$ cat config.mk
export PLATFORM = sky130hd
export DESIGN_NAME = conv_layer_sequencer
export DESIGN_NICKNAME = d
export VERILOG_FILES = /design/src/rtl/conv_layer_sequencer.sv
export SDC_FILE = /design/constraint.sdc
export NUM_CORES = 1
export LEC_CHECK = 0
export BUFFER_PORTS_ARGS = -buffer_cell sky130_fd_sc_hd__clkbuf_2
export CORE_MARGIN = 2
export CORE_UTILIZATION = 45
export CTS_BUF_LIST = sky130_fd_sc_hd__clkbuf_16
export DETAILED_ROUTE_END_ITERATION = 16
export PLACE_DENSITY = 0.83
export REMOVE_ABC_BUFFERS = 1
export SYNTH_ARGS = -nofsm -noshare
export SYNTH_HDL_FRONTEND = slang
export SYNTH_SLANG_ARGS = --single-unit
$ cat constraint.sdc
create_clock -name clk -period 4.4 [get_ports clk]
set_clock_uncertainty 0.2 [all_clocks]
set_input_delay 0.66 -clock clk [delete_from_list [all_inputs] [get_ports clk]]
set_output_delay 0.66 -clock clk [all_outputs]
set_load 0.02 [all_outputs]
$ cat src/rtl/conv_layer_sequencer.sv
// conv_layer_sequencer
// ---------------------
// Runs one convolution layer through a complete pass. For each input
// feature-map set it does three things in order:
//   1. Loads the set's weight words from the weight stream.
//   2. Streams one image of pixels from the pixel stream.
//   3. Waits a fixed drain interval so the layer pipeline can empty.
// The block also drives layer_nr and final_set to the layer for the whole
// pass, counts the layer's valid outputs, and pulses done at the end.
//
// Ports
//   clk, reset           clock; asynchronous active-low reset
//   start                one-cycle pulse; accepted only when idle
//   cfg_layer_nr         layer index, captured on an accepted start
//   cfg_num_sets         number of input sets, captured on start (0 counts as 1)
//   s_w*                 weight stream (valid/ready), consumed only while loading
//   s_p*                 pixel stream (valid/ready), consumed only while streaming
//   layer_pixel_valid    layer output strobe, counted while busy
//   layer_nr, final_set  static controls to the layer
//   weight_we/data       registered weight write, 1 cycle after the handshake
//   conv_en/pixel_in     registered pixel strobe, 1 cycle after the handshake
//   busy, done           pass status; done is a single-cycle pulse
//   out_count            layer outputs seen since the last accepted start
module conv_layer_sequencer #(
  parameter int IMG_DIM      = 32,
  parameter int WEIGHT_WORDS = 28,
  parameter int DRAIN_CYCLES = 16,
  parameter int SET_WIDTH    = 8
) (
  input  logic                 clk,
  input  logic                 reset,
  input  logic                 start,
  input  logic [31:0]          cfg_layer_nr,
  input  logic [SET_WIDTH-1:0] cfg_num_sets,
  input  logic [31:0]          s_wdata,
  input  logic                 s_wvalid,
  output logic                 s_wready,
  input  logic [31:0]          s_pdata,
  input  logic                 s_pvalid,
  output logic                 s_pready,
  input  logic                 layer_pixel_valid,
  output logic [31:0]          layer_nr,
  output logic                 final_set,
  output logic                 weight_we,
  output logic [31:0]          weight_data,
  output logic                 conv_en,
  output logic [31:0]          pixel_in,
  output logic                 busy,
  output logic                 done,
  output logic [31:0]          out_count
);

  localparam int PIX_PER_SET = IMG_DIM * IMG_DIM;
  localparam int WCW = $clog2(WEIGHT_WORDS + 1);
  localparam int PCW = $clog2(PIX_PER_SET + 1);
  localparam int DCW = $clog2(DRAIN_CYCLES + 1);

  localparam logic [WCW-1:0] W_LAST = WCW'(WEIGHT_WORDS - 1);
  localparam logic [PCW-1:0] P_LAST = PCW'(PIX_PER_SET - 1);
  localparam logic [DCW-1:0] D_LAST = DCW'(DRAIN_CYCLES - 1);

  typedef enum logic [2:0] {
    S_IDLE,
    S_LOAD_W,
    S_STREAM,
    S_DRAIN,
    S_DONE
  } state_t;

  state_t               state_q, state_d;
  logic [31:0]          layer_nr_q, layer_nr_d;
  logic [SET_WIDTH-1:0] num_sets_q, num_sets_d;
  logic [SET_WIDTH-1:0] set_idx_q, set_idx_d;
  logic [WCW-1:0]       word_cnt_q, word_cnt_d;
  logic [PCW-1:0]       pix_cnt_q, pix_cnt_d;
  logic [DCW-1:0]       drain_cnt_q, drain_cnt_d;
  logic                 final_set_q, final_set_d;
  logic                 weight_we_q, weight_we_d;
  logic [31:0]          weight_data_q, weight_data_d;
  logic                 conv_en_q, conv_en_d;
  logic [31:0]          pixel_in_q, pixel_in_d;
  logic                 busy_q, busy_d;
  logic                 done_q, done_d;
  logic [31:0]          out_count_q, out_count_d;

  logic [SET_WIDTH-1:0] eff_sets;
  logic [SET_WIDTH-1:0] next_set_idx;
  logic                 w_hs;
  logic                 p_hs;

  // A zero set count would otherwise underflow the last-set compare.
  assign eff_sets     = (cfg_num_sets == '0) ? SET_WIDTH'(1) : cfg_num_sets;
  assign next_set_idx = set_idx_q + SET_WIDTH'(1);

  // The readies depend only on the state, so the stream that is not
  // active is never consumed.
  assign s_wready = (state_q == S_LOAD_W);
  assign s_pready = (state_q == S_STREAM);
  assign w_hs     = s_wvalid & s_wready;
  assign p_hs     = s_pvalid & s_pready;

  always_comb begin
    state_d       = state_q;
    layer_nr_d    = layer_nr_q;
    num_sets_d    = num_sets_q;
    set_idx_d     = set_idx_q;
    word_cnt_d    = word_cnt_q;
    pix_cnt_d     = pix_cnt_q;
    drain_cnt_d   = drain_cnt_q;
    final_set_d   = final_set_q;
    weight_we_d   = 1'b0;
    weight_data_d = weight_data_q;
    conv_en_d     = 1'b0;
    pixel_in_d    = pixel_in_q;
    busy_d        = busy_q;
    done_d        = 1'b0;
    out_count_d   = out_count_q;

    // Outputs are counted in every busy cycle, drain and done included.
    if (busy_q && layer_pixel_valid) begin
      out_count_d = out_count_q + 32'd1;
    end

    case (state_q)
      S_IDLE: begin
        if (start) begin
          layer_nr_d  = cfg_layer_nr;
          num_sets_d  = eff_sets;
          set_idx_d   = '0;
          word_cnt_d  = '0;
          out_count_d = '0;
          busy_d      = 1'b1;
          final_set_d = (eff_sets == SET_WIDTH'(1));
          state_d     = S_LOAD_W;
        end
      end

      S_LOAD_W: begin
        if (w_hs) begin
          weight_data_d = s_wdata;
          weight_we_d   = 1'b1;
          if (word_cnt_q == W_LAST) begin
            word_cnt_d = '0;
            pix_cnt_d  = '0;
            state_d    = S_STREAM;
          end else begin
            word_cnt_d = word_cnt_q + WCW'(1);
          end
        end
      end

      S_STREAM: begin
        if (p_hs) begin
          pixel_in_d = s_pdata;
          conv_en_d  = 1'b1;
          if (pix_cnt_q == P_LAST) begin
            pix_cnt_d   = '0;
            drain_cnt_d = '0;
            state_d     = S_DRAIN;
          end else begin
            pix_cnt_d = pix_cnt_q + PCW'(1);
          end
        end
      end

      S_DRAIN: begin
        if (drain_cnt_q == D_LAST) begin
          drain_cnt_d = '0;
          if (set_idx_q == num_sets_q - SET_WIDTH'(1)) begin
            done_d  = 1'b1;
            state_d = S_DONE;
          end else begin
            set_idx_d   = next_set_idx;
            word_cnt_d  = '0;
            final_set_d = (next_set_idx == num_sets_q - SET_WIDTH'(1));
            state_d     = S_LOAD_W;
          end
        end else begin
          drain_cnt_d = drain_cnt_q + DCW'(1);
        end
      end

      S_DONE: begin
        // done_q is high for this one cycle. busy falls on the same edge
        // that ends the done pulse.
        busy_d  = 1'b0;
        state_d = S_IDLE;
      end

      default: begin
        state_d = S_IDLE;
      end
    endcase
  end

  always_ff @(posedge clk or negedge reset) begin
    if (!reset) begin
      state_q       <= S_IDLE;
      layer_nr_q    <= '0;
      num_sets_q    <= '0;
      set_idx_q     <= '0;
      word_cnt_q    <= '0;
      pix_cnt_q     <= '0;
      drain_cnt_q   <= '0;
      final_set_q   <= 1'b0;
      weight_we_q   <= 1'b0;
      weight_data_q <= '0;
      conv_en_q     <= 1'b0;
      pixel_in_q    <= '0;
      busy_q        <= 1'b0;
      done_q        <= 1'b0;
      out_count_q   <= '0;
    end else begin
      state_q       <= state_d;
      layer_nr_q    <= layer_nr_d;
      num_sets_q    <= num_sets_d;
      set_idx_q     <= set_idx_d;
      word_cnt_q    <= word_cnt_d;
      pix_cnt_q     <= pix_cnt_d;
      drain_cnt_q   <= drain_cnt_d;
      final_set_q   <= final_set_d;
      weight_we_q   <= weight_we_d;
      weight_data_q <= weight_data_d;
      conv_en_q     <= conv_en_d;
      pixel_in_q    <= pixel_in_d;
      busy_q        <= busy_d;
      done_q        <= done_d;
      out_count_q   <= out_count_d;
    end
  end

  assign layer_nr    = layer_nr_q;
  assign final_set   = final_set_q;
  assign weight_we   = weight_we_q;
  assign weight_data = weight_data_q;
  assign conv_en     = conv_en_q;
  assign pixel_in    = pixel_in_q;
  assign busy        = busy_q;
  assign done        = done_q;
  assign out_count   = out_count_q;

endmodule

==> results.py, run 1 <==
metrics = {
    "run_status": {
        "outcome": "finished clean",
    },
    "setup_path": {
        "critPathArrivalTime_ns": 3.35,
        "critical_path.cell_chain": "inv_1 -> ha_1 -> or3b_4 -> a2111oi_4 -> o211ai_1 -> a2111o_1 -> a21oi_4 -> mux2_2",
        "max_stage_delay_ns": 0.50,
        "crit_end": "final_set",
        "timing.rr.start": "num_sets_q[0]",
        "r2r_cells": 8,
        "end_kind": "register",
        "critPathSlowestCell": "a2111o_1",
        "rrSetupSlack_ns": 1.15,
        "crit_fanout": 11,
        "r2r_end": "final_set",
        "startpoint_type": "register",
        "required_ns": 4.49,
        "crit_start": "num_sets_q[0]",
        "path_class": "register to register",
    },
    "sta": {
        "fmax_mhz": 307,
        "finalHoldViolations": 0,
        "slew_headroom_pct": 32.2,
        "worst_pin_slew_ns": 1.02,
        "rsz0062_at_grt": "false",
        "setup_viol": 0,
        "tns_ns": 0,
        "final.period_utilization_pct": 74.0,
        "period_needed_ns": 3.25,
        "final_max_slew_viol_count": 0,
    },
    "cts": {
        "cts_root_buf": "clkbuf_16",
        "clock_path_buffers": 2,
        "htree_levels": 4,
        "clock_sinks": 173,
        "cts_resized": 0,
        "clock_latency_ns": 0.41,
        "numCtsBuffers": 17,
        "cts_setup_buffers": 0,
        "cts_tree": "built",
        "ctsHoldBuffers": 0,
        "worst_setup_hold_path_clk_slew_ns": 0.06,
    },
    "route": {
        "routed_via_density": 5.18,
        "vias": 5848,
        "post-route-drc-count": 0,
        "drtPass1Iterations": 4,
        "routedWlPerCell_microns": 14.3,
        "ant_nets": 0,
        "drt-total-wl_mm": 16.2,
        "drt-initial-drc-count": 197,
    },
    "cells_and_area": {
        "layout-drive-gt1-share_pct": 43.5,
        "final_area_sq_um": 9790,
        "num-fill-cells": 1475,
        "area_growth_syn_to_layout_pct": 25.7,
        "antenna_cells": 0,
        "final_nets": 1009,
        "multi_input_area_sq_um": 3340,
        "seqCellArea_sq_um": 4330,
    },
    "die": {
        "die_y_microns": 136,
        "rows": 48,
        "io_pins": 245,
        "dieArea_sq_um": 18400,
        "die_x_microns": 136,
        "start_util_pct": 45.5,
        "core_sq_um": 17100,
    },
    "job": {
        "drv_cap": 0,
    },
    "power_and_ir_drop": {
        "power_mw": 5.49,
        "peakVddDrop_uv": 356,
        "cellLeakagePower_nw": 4.75,
        "power_density_nw_per_um2": 561,
    },
    "placed_design": {
        "place_congestion": 0.847,
        "placed_area_sq_um": 9260,
        "portBuffers": 244,
        "dp_hpwl_mm": 11.6,
    },
    "worst_hold_path": {
        "holdCritPathClass": "input port to async pin",
    },
    "logic_synthesis": {
        "syn-cell-area_sq_um": 7790,
        "syn_avg_cell_area_sq_um": 12.0,
        "yosysSeqAreaShare_pct": 55.6,
        "synth-adder-area-share_pct": 0.964,
        "synthXorXnorAreaFrac_pct": 5.91,
        "synth_cell_type_count": 57,
        "yosys_register_bits": 173,
        "yosys.area_share.simple_pct": 12.4,
        "synth_compound_area_share_pct": 7.36,
        "yosysWarnings": 0,
        "synth_top_area_cell": "dfrtp_1",
        "synth-edff-count": 0,
        "muxShareOfSynthArea_pct": 15.8,
        "synth_top_family_by_area": "multiplexers",
        "synth_ff_type": "dfrtp_1",
        "synth_top_cell_area_share_pct": 55.6,
        "syn_inst": 650,
        "async_flop_share_pct": 100,
        "synth_area_leaders": "dfrtp_1, mux2_2, xor2_1",
    },
    "grt": {
        "track_usage_pct": 17.6,
        "grt_pass1_wl_mm": 26.1,
        "grt_pass1_vias": 5770,
        "grt_max_degree": 84,
        "antenna_found_initial": 0,
        "grt_overflow": 0,
    },
}
-- synth_stat cells (6+ instances only) --
cell type and instances:
or3_1 9, o21ai_0 28, a21oi_1 16, and3_1 12, dfrtp_1 173, inv_1 10, nand4_1 8, xor2_1 26
a31oi_1 7, nand3_1 27, xnor2_1 24, clkbuf_1 22, nand2_1 43, ha_1 6, and4_1 8, nor2_1 53
mux2_2 105, nor3_1 8
-- layer usage --
layer | vias to the layer above | global-route usage [%] | part of all wire (%)
li1 | 2807 | - | -
met1 | 2826 | 21.7 | 44
met2 | 194 | 29.3 | 48
met3 | 21 | 5.35 | 6.2
met4 | 0 | 6.13 | 1.6
met5 | - | 0 | 0
-- cells by family after synthesis --
group	count (synthesis)
xor+xnor	51
fa+ha+maj	6
compound gates	83
flops	173
mux	110
simple gates	191
buf+inv	36
-- registers in the layout (all words and copies together), names as in the netlist, 8 cells and up --
signal       count
layer_nr        32
num_sets_q       8
out_count       32
pix_cnt_q       11
pixel_in        32
set_idx_q        8
weight_data     32
-- where the power goes --
group          leakage (nW)  internal (mW)  switching [mW]
logic                  2.26          0.804            1.06
registers              2.24           1.98           0.291
clock network         0.260          0.765           0.597
-- how the worst min path moves through the flow --
| stage | to | depth (start not counted) | slack [ns] | start |
|---|---|---|---|---|
| after floorplan | busy | 0 | 0.16 | reset |
| after global placement | drain_cnt_q[4] | 1 | 0.26 | drain_cnt_q[4] |
| after detailed placement | drain_cnt_q[4] | 1 | 0.28 | drain_cnt_q[4] |
| after CTS | out_count[13] | 1 | 0.12 | reset |
| after global routing | out_count[13] | 1 | 0.14 | reset |
| final | out_count[15] | 1 | 0.09 | reset |
-- through the flow --
stage	util, %	hold WS, ns	worst slack (ns)	std cells
2_1_floorplan	-	0.164	-1.35	624
6_report	57.2	0.0892	1.15	1130
3_3_place_gp	54.1	0.263	1.23	1099
3_5_place_dp	54.1	0.277	1.16	1099
5_1_grt	57.2	0.142	0.962	1130
4_1_cts	57.2	0.116	1.15	1130
-- area by class of cell --
class	instances	area share [%]
clock buffer	17	4.35
clock inverter	14	1.07
inverter	10	0.383
multi-input combinational	441	34.1
sequential	173	44.2
tap	225	2.88
timing repair buffer	250	13.0
-- layout by cell type (no fill, tap or decap), types with 11 or more instances in the layout --
cell,n
inv_1,11
a21oi_1,16
and3_1,11
clkbuf_16,17
dfrtp_1,173
mux2_2,105
nand3_1,27
xnor2_1,24
xor2_1,26
clkbuf_2,243
nor2_1,53
nand2_1,43
o21ai_0,28
-- worst max-delay path: cells and delay by family (launching register included) --
family	cells	cell delay (ns)
flops	1	0.41
simple gates	1	0.45
fa+ha+maj	1	0.28
compound gates	4	1.34
mux	1	0.37
buf+inv	1	0.09
Note: power is estimated with default switching activity, not from simulation.
==> inputs of run 2 (changes only) <==
==> constraint.sdc (replaced) <==
create_clock -name clk -period 3.2 [get_ports clk]
set_clock_uncertainty 0.2 [all_clocks]
set_input_delay 0.48 -clock clk [delete_from_list [all_inputs] [get_ports clk]]
set_output_delay 0.48 -clock clk [all_outputs]
set_load 0.02 [all_outputs]
==> run 2 against run 1 <==
  * Final cell count is 1.1% higher
  * Combinational power is 41% higher
  * Sequential power is 37% higher
  * Sequential share of layout area is 0.99 points lower
  * Largest cell class unchanged
  * Critical endpoint is now word_cnt_q[1]
  * Design area is 2.3% higher
  * Largest power group unchanged
  * Clock power is 60% higher
  * Global-route usage is 0.73 points higher
==> results.py, run 2 (same netlist as run 1, synthesis figures left out) <==
metrics = {
    "run_status": {
        "outcome": "finished clean",
    },
    "power_and_ir_drop": {
        "p_clk_share_pct": 27.4,
        "cellLeakagePower_nw": 4.86,
        "peakVddDrop_uv": 439,
        "switching_power_mw": 2.77,
        "seq_power_share_pct": 39.5,
        "p_int_mw": 5.13,
        "p_comb_share_pct": 33.1,
        "switching_share_pct": 35.1,
        "power_density_nw_per_um2": 789,
    },
    "route": {
        "post-route-drc-count": 0,
        "routedWlPerCell_microns": 14.6,
        "drt-total-wl_mm": 16.6,
        "ant_nets": 0,
        "drt-initial-drc-count": 257,
        "routed_via_density": 5.21,
        "drtPass1Iterations": 5,
        "vias": 5948,
    },
    "grt": {
        "grt_pass1_vias": 5865,
        "grt_max_degree": 72,
        "grt_overflow": 0,
        "antenna_found_initial": 0,
        "grt_pass1_wl_mm": 27.2,
        "track_usage_pct": 18.3,
    },
    "die": {
        "dieArea_sq_um": 18400,
        "die_x_microns": 136,
        "start_util_pct": 45.5,
        "io_pins": 245,
        "die_y_microns": 136,
        "core_sq_um": 17100,
        "rows": 48,
    },
    "cells_and_area": {
        "layout-drive-gt1-share_pct": 45.0,
        "antenna_cells": 0,
        "area_growth_syn_to_layout_pct": 28.6,
        "final_util_pct": 58.5,
        "mostFrequentLayoutCells": "clkbuf_2, dfrtp_1, mux2_2",
        "final_common_cell": "clkbuf_2",
        "final_nets": 1020,
    },
    "sta": {
        "slew_headroom_pct": 55.9,
        "tns_ns": 0,
        "final_max_slew_viol_count": 0,
        "setup_viol": 0,
        "finalHoldViolations": 0,
        "final.period_utilization_pct": 96.8,
        "worst_pin_slew_ns": 0.662,
        "period_needed_ns": 3.10,
        "fmax_mhz": 323,
    },
    "worst_hold_path": {
        "holdPathStages": 2,
        "holdCritPathClass": "input port to register",
    },
    "placed_design": {
        "place_congestion": 0.877,
        "portBuffers": 244,
        "dp_hpwl_mm": 12.0,
    },
    "setup_path": {
        "startpoint_type": "register",
        "path_class": "register to register",
        "r2r_cells": 9,
        "required_ns": 3.30,
        "crit_fanout": 9,
        "critPathArrivalTime_ns": 3.20,
        "end_kind": "register",
    },
    "cts": {
        "cts_tree": "built",
        "htree_levels": 4,
        "cts_root_buf": "clkbuf_16",
        "clock_sinks": 173,
        "clock_path_buffers": 2,
        "worst_setup_hold_path_clk_slew_ns": 0.07,
        "numCtsBuffers": 17,
        "clock_latency_ns": 0.42,
    },
    "job": {
        "drv_cap": 0,
    },
}
## run 2: per-layer routing
metal,GRT usage (%),routed length [microns],vias up
met5,0,0,-
met1,23.4,7350,2886
li1,-,-,2820
met3,4.79,1000,20
met2,30.0,8050,222
met4,6.77,224,0
## run 2: final timing paths
kind                            slack (ns)      startpoint              to
worst max-delay path                  0.10   num_sets_q[0]   word_cnt_q[1]
worst min-delay path                  0.09      s_pdata[3]     pixel_in[3]
worst max register to register        0.10   num_sets_q[0]   word_cnt_q[1]
worst min register to register        0.28  drain_cnt_q[4]  drain_cnt_q[4]
max in group asynchronous             1.64           reset    pix_cnt_q[6]
min in group asynchronous             0.43           reset   out_count[17]
## run 2: cell type report
type,instances,area [sq um]
clock buffers,17,425
well taps,225,282
flip-flops and latches,173,4330
inverters,10,37.5
clock inverters,15,198
fillers,1445,7100
multi-input cells,441,3350
repair buffers,261,1400
## run 2: timing repair
action                                  CTS  global route
setup buffers                             0             4
endpoints found under the setup margin    0             9
endpoints found under the hold margin    68             0
hold buffers                              1             0
gates resized for setup                   0             3
## run 2: critical path, cell delays in order, from the launching register on
cell and delay, ns:
dfrtp_1 0.42, inv_1 0.09, ha_2 0.24, or4bb_1 0.54, a211oi_2 0.29, o211ai_1 0.14, a2111o_2 0.55, buf_4 0.18
o21a_4 0.21, mux2i_1 0.11
## run 2: metrics by stage
stage / area, sq um / total power [mW] / instances / hold WS, ns / worst slack [ns]
after global routing: 10000 / 8.36 / 1142 / 0.0634 / -0.0370
after CTS: 9970 / 8.00 / 1138 / 0.0599 / 0.0849
after floorplan: 7670 / 4.87 / 624 / -0.0156 / -2.38
after global placement: 9340 / 5.69 / 1105 / 0.261 / 0.155
final: 10000 / 7.90 / 1142 / 0.0867 / 0.104
after detailed placement: 9340 / 5.78 / 1105 / 0.269 / 0.0962
## run 2: power groups by stage
stage | combinational, mW | sequential (mW) | clock (mW)
3_5_place_dp | 2.62 | 3.16 | 0
3_3_place_gp | 2.56 | 3.13 | 0
2_1_floorplan | 1.22 | 3.65 | 0
4_1_cts | 2.63 | 3.12 | 2.25
5_1_grt | 2.83 | 3.20 | 2.33
6_report | 2.62 | 3.12 | 2.17
